## src/rtl/posit_extract.sv

```systemverilog
`default_nettype none
// ============================================================================
// Module   : posit_extract
// Function : Two-stage posit field decoder (sign, scale, hidden-bit mantissa,
//            zero/NaR flags) feeding the posit multiplier.
// Revision : 1.0 - initial release
// ============================================================================
module posit_extract #(
    parameter int N  = 32,
    parameter int ES = 2,
    parameter int SW = $clog2(N) + ES + 1,
    parameter int MW = N - ES - 2
) (
    input  logic          clk,
    input  logic          reset,
    input  logic [N-1:0]  in,
    input  logic          start,
    output logic          sign,
    output logic [SW-1:0] scale,
    output logic [MW-1:0] mant,
    output logic          zero,
    output logic          inf,
    output logic          done
);

    localparam int LW = $clog2(N) + 1;

    logic          r_s1_valid;
    logic          r_s1_sign;
    logic [N-1:0]  r_s1_abs;
    logic          r_s1_zero;
    logic          r_s1_inf;

    logic [N-1:0]  w_abs;
    logic [N-2:0]  w_body;
    logic          w_rbit;
    logic [N-2:0]  w_inv;
    logic [LW-1:0] w_m;
    logic [N-2:0]  w_sh;
    logic [ES-1:0] w_e;
    logic [SW-1:0] w_k;
    logic [SW-1:0] w_scale;
    logic [MW-1:0] w_mant;

    assign w_abs = in[N-1] ? (~in + 1'b1) : in;

    // Data registers load only with start so idle-cycle garbage on in never
    // reaches stage 2.
    always_ff @(posedge clk or posedge reset) begin
        if (reset) begin
            r_s1_valid <= 1'b0;
            r_s1_sign  <= 1'b0;
            r_s1_abs   <= '0;
            r_s1_zero  <= 1'b0;
            r_s1_inf   <= 1'b0;
        end else begin
            r_s1_valid <= start;
            if (start) begin
                r_s1_sign <= in[N-1];
                r_s1_abs  <= w_abs;
                r_s1_zero <= (in == '0);
                r_s1_inf  <= (in == {1'b1, {(N-1){1'b0}}});
            end
        end
    end

    assign w_body = r_s1_abs[N-2:0];
    assign w_rbit = w_body[N-2];
    assign w_inv  = w_rbit ? ~w_body : w_body;

    // Regime length: leading zeros of the run-normalised body; an all-run
    // body has no terminator and length N-1.
    always_comb begin
        w_m = LW'(N - 1);
        for (int i = 0; i < N - 1; i++) begin
            if (w_inv[i]) begin
                w_m = LW'(N - 2 - i);
            end
        end
    end

    // Drop the regime run plus its terminator; bits past the LSB shift in as 0.
    assign w_sh    = w_body << (w_m + LW'(1));
    assign w_e     = w_sh[N-2 -: ES];
    assign w_k     = w_rbit ? (SW'(w_m) - SW'(1)) : (SW'(0) - SW'(w_m));
    assign w_scale = {w_k[SW-1-ES:0], w_e};
    assign w_mant  = {1'b1, w_sh[N-2-ES -: MW-1]};

    always_ff @(posedge clk or posedge reset) begin
        if (reset) begin
            done  <= 1'b0;
            sign  <= 1'b0;
            scale <= '0;
            mant  <= '0;
            zero  <= 1'b0;
            inf   <= 1'b0;
        end else begin
            done <= r_s1_valid;
            if (r_s1_valid) begin
                zero <= r_s1_zero;
                inf  <= r_s1_inf;
                if (r_s1_zero || r_s1_inf) begin
                    sign  <= r_s1_inf;
                    scale <= '0;
                    mant  <= '0;
                end else begin
                    sign  <= r_s1_sign;
                    scale <= w_scale;
                    mant  <= w_mant;
                end
            end
        end
    end

endmodule
`default_nettype wire
```

## config.mk

```make
export PLATFORM = sky130hd
export DESIGN_NAME = posit_extract
export DESIGN_NICKNAME = d
export VERILOG_FILES = /design/src/rtl/posit_extract.sv
export SDC_FILE = /design/constraint.sdc
export NUM_CORES = 1
export LEC_CHECK = 0
export CORE_MARGIN = 4
export CORE_UTILIZATION = 45
export DETAILED_ROUTE_END_ITERATION = 8
export PLACE_DENSITY_LB_ADDON = 0.12
export SLEW_MARGIN = 20
export SYNTH_ARGS = -nofsm -noshare
export SYNTH_HDL_FRONTEND = slang
export SYNTH_SLANG_ARGS = --single-unit
```

## constraint.sdc

```tcl
create_clock -name clk -period 4.76 [get_ports clk]
set_input_delay 1.428 -clock clk [delete_from_list [all_inputs] [get_ports clk]]
set_output_delay 1.428 -clock clk [all_outputs]
set_load 0.03 [all_outputs]
```

==> results.md <==
- Period utilization: 94.5%
- Cell variety after synth: 80
- Post CTS Setup Buffer Count: 0
- Reg-to-reg endpoint: scale[0]
- Die Y: 125 um
- Leak pwr: 3.07 nW
- Synth Register Bits: 75
- Startpoint types: flip-flop
- Vias in the first global route: 5428
- Combinational power share: 54.5%
- Crit path largest cell delay: 760 ps
- Clk slew on worst S/H paths: 60 ps
- DP Worst Slack: -107 ps
- Number of synthesized flops with an enable pin: 0
- Share of layout cells above drive strength 1: 12.3%
- Fillers: 1273
- Top delay family on crit path: buffers and inverters
- Seq/Total Area, Yosys: 30.2%
- Hold WS: 485 ps
- Flop2flop setup slack: 260 ps
- CP Depth: 15
- Pwr/cell area: 483 nW/um^2
- DRC Markers: 0
- Maximum clock insertion buffer count: 2
- Via count: 5516
- Sw frac: 42.9%
- # rows: 42
- CP max-delay cell: dfrtp_1
- Final Critical Period: 4500 ps
- WL per Instance: 18.8 um
- Die area: 15700 um^2
- Hold-fix buffers, CTS: 0
- First-pass GRT wire length: 28.0 mm
- FFs w/ async S/R, synth: 100%
- Crit path capture type: flip-flop
- Seq. cell area: 1880 um^2
- Syn-to-layout area delta: 17.7%
- Post-Synthesis Net Count: 722
- Number of max-cap violations: 0
- Final global-route overflow total: 0
- Outcome: finished clean
- Worst-Margin Slew: 939 ps
- Drt first pass iters: 5
- Switching pwr: 1.52 mW
- Max Freq: 0.222 GHz
- Hold Fails Final Rpt: 0
- Worst vdd ir: 168 uV
- Starting DRT DRC Count: 396
- YS warnings: 0
- Final WL: 17.2 mm
- Area of the multi-input gates: 3920 um^2
- Setup-failing EPs final: 0
- Cell Area, Synth: 6210 um^2
- CTS HTree Levels: 3
- Clock group share of total power: 17.4%
- Flop pwr share: 28.1%
- Dpl hpwl: 13.0 mm
- Fin worst setup slack: 262 ps
- All-Layer GR Usage: 21.9%
- DIE WIDTH: 125 um
- Core area: 13400 um^2
- Initial Utilization: 46.3%
- Final Wtd Congestion: 0.874
- Initial antenna violation count: 0
- Clk_lat worst skew: 340 ps
- Top FF cell, synth: dfrtp_1
- Worst EP arrival: 4760 ps
- Ports: 75
- Antenna Nets Post-Route: 0
- Crit path from: r_s1_abs[30]
- Routed vias/inst: 6.02
- Port Buffers: 74
- Mean area per synthesized cell: 9.09 um^2
- WP buf/inv: 3
- Hold path cells: 1
- Max Slew Vio Count: 0
- Worst Hold Class: reg -> reg
- Synth Instances: 683
- Setup Skew: 5.56 ps
- Diode count: 0
- Worst EP required: 5020 ps
- Worst-path fanout max: 23
- Slew HR: 37.4%
- WS Path Type: reg -> reg
- CP cell instances: buf_4 -> nand3_1 -> a2bb2oi_1 -> a311oi_1 -> nor2_1 -> nor2_1 -> nor3_1 -> o31a_1 -> ha_1 -> clkinv_1 -> buf_4 -> nor3_1 -> a31oi_2 -> mux2_2 -> o221ai_1
- Hold Startpoint: scale[5]
- RSZ-0062 raised after global routing: yes
- Layout Nets: 774
- Worst R2R Path Depth: 15
- Pint: 2.01 mW
- Clk sinks: 75
- Largest net degree at the start of global routing: 68
- Clock root buffer master: clkbuf_16
- Worst r2r src: r_s1_abs[30]
- End of the worst hold path: scale[5]
- Inserted Clock Buffers: 9
- CTS tree: done
==> cell families (layout without fill, tap and decap cells) <==
| logic type | after synthesis | after routing | share of synthesized area [%] |
|---|---|---|---|
| AO/OA/AOI/OAI | 182 | 182 | 21.1 |
| XOR/XNOR | 36 | 36 | 5.32 |
| adder cells (fa/ha/maj) | 5 | 5 | 0.967 |
| buffers and inverters | 84 | 141 | 6.93 |
| flip-flops | 75 | 75 | 30.2 |
| multiplexers | 87 | 87 | 17.7 |
| AND/OR/NAND/NOR | 214 | 214 | 17.7 |
==> registers in the layout (all words and copies together) (netlist names) <==
signal and flops:
done 1, inf 1, mant 28, r_s1_abs 31
r_s1_inf 1, r_s1_sign 1, r_s1_valid 1, r_s1_zero 1
scale 8, sign 1, zero 1
==> how the worst max path moves through the flow <==
stage | endpoint | slack (ps)
after global routing | mant[26] | -3
after detailed placement | r_s1_abs[30] | -110
after floorplan | r_s1_abs[30] | 570
after global placement | r_s1_abs[30] | 10
after CTS | scale[0] | 140
final | scale[0] | 260
==> power groups by stage <==
stage	Combinational, mW	Clock (mW)	Sequential [mW]
after floorplan	1.13	0	1.19
after global placement	1.89	0	0.992
after detailed placement	1.92	0	0.998
after CTS	1.93	0.625	0.988
after global routing	2.07	0.656	1.02
final	1.93	0.614	0.991
==> cells in the mapped netlist, drive strengths merged (8+ instances only) <==
| cell | n | share of area (%) |
|---|---|---|
| mux2 | 10 | 1.8 |
| nand3 | 21 | 1.7 |
| o2bb2ai | 20 | 2.8 |
| or3 | 8 | 0.81 |
| nor3 | 18 | 1.5 |
| nand2 | 42 | 2.5 |
| mux4 | 15 | 5.9 |
| clkbuf | 34 | 2.1 |
| o31ai | 8 | 0.97 |
| o21ai | 22 | 1.8 |
| nor2 | 56 | 3.6 |
| xor2 | 29 | 4.2 |
| nand2b | 12 | 1.2 |
| buf | 27 | 3.4 |
| a21oi | 50 | 4.2 |
| nor2b | 15 | 1.6 |
| mux2i | 62 | 10 |
| dfrtp | 75 | 30 |
| inv | 21 | 1.4 |
==> per-layer routing <==
layer  global-route usage (%)  part of all wire, %
met5                        0                    0
met4                     7.40                  2.2
met3                     3.80                  4.1
met2                     37.4                   50
met1                     28.1                   44
==> placed cells by master (no fill, tap or decap), types with 6 or more instances in the layout <==
cell type	instances
nor3_1	17
mux2_2	10
mux4_1	7
mux4_2	8
o31ai_1	8
nor2_1	55
o2bb2ai_1	20
or3_1	8
nand3_1	21
xnor2_1	6
nand2b_1	12
nand2_1	42
clkdlybuf4s50_1	72
nor4_1	6
o21ai_0	21
a21oi_1	49
or4_1	6
dfrtp_1	75
or2_2	6
o41ai_1	7
mux2i_1	61
clkbuf_16	9
buf_4	29
xor2_1	28
a2bb2oi_1	6
o211ai_1	6
inv_1	19
nor2b_1	14
==> area by class of cell <==
| class | instances | share of cell area [%] |
|---|---|---|
| Sequential cell | 75 | 25.7 |
| Inverter | 23 | 1.28 |
| Multi-Input combinational cell | 524 | 53.6 |
| Clock inverter | 6 | 0.445 |
| Tap cell | 176 | 3.01 |
| Clock buffer | 10 | 3.13 |
| Timing Repair Buffer | 102 | 12.9 |
==> through the flow <==
step | power [mW] | cell area (um^2) | setup TNS (ps) | std cells | util, %
6_report | 3.53 | 7310 | 0 | 916 | 54.6
2_1_floorplan | 2.32 | 6210 | 0 | 683 | -
5_1_grt | 3.75 | 7310 | -2.57 | 916 | 54.6
3_3_place_gp | 2.88 | 7040 | 0 | 900 | 52.5
3_5_place_dp | 2.92 | 7040 | -199 | 900 | 52.5
4_1_cts | 3.54 | 7300 | 0 | 916 | 54.5
==> repair_timing <==
item | in CTS | in global routing
endpoints found under the setup margin | 0 | 18
hold endpoints to repair | 0 | 0
resized for setup | 0 | 2
No activity file was read; power rests on OpenSTA's default activity.
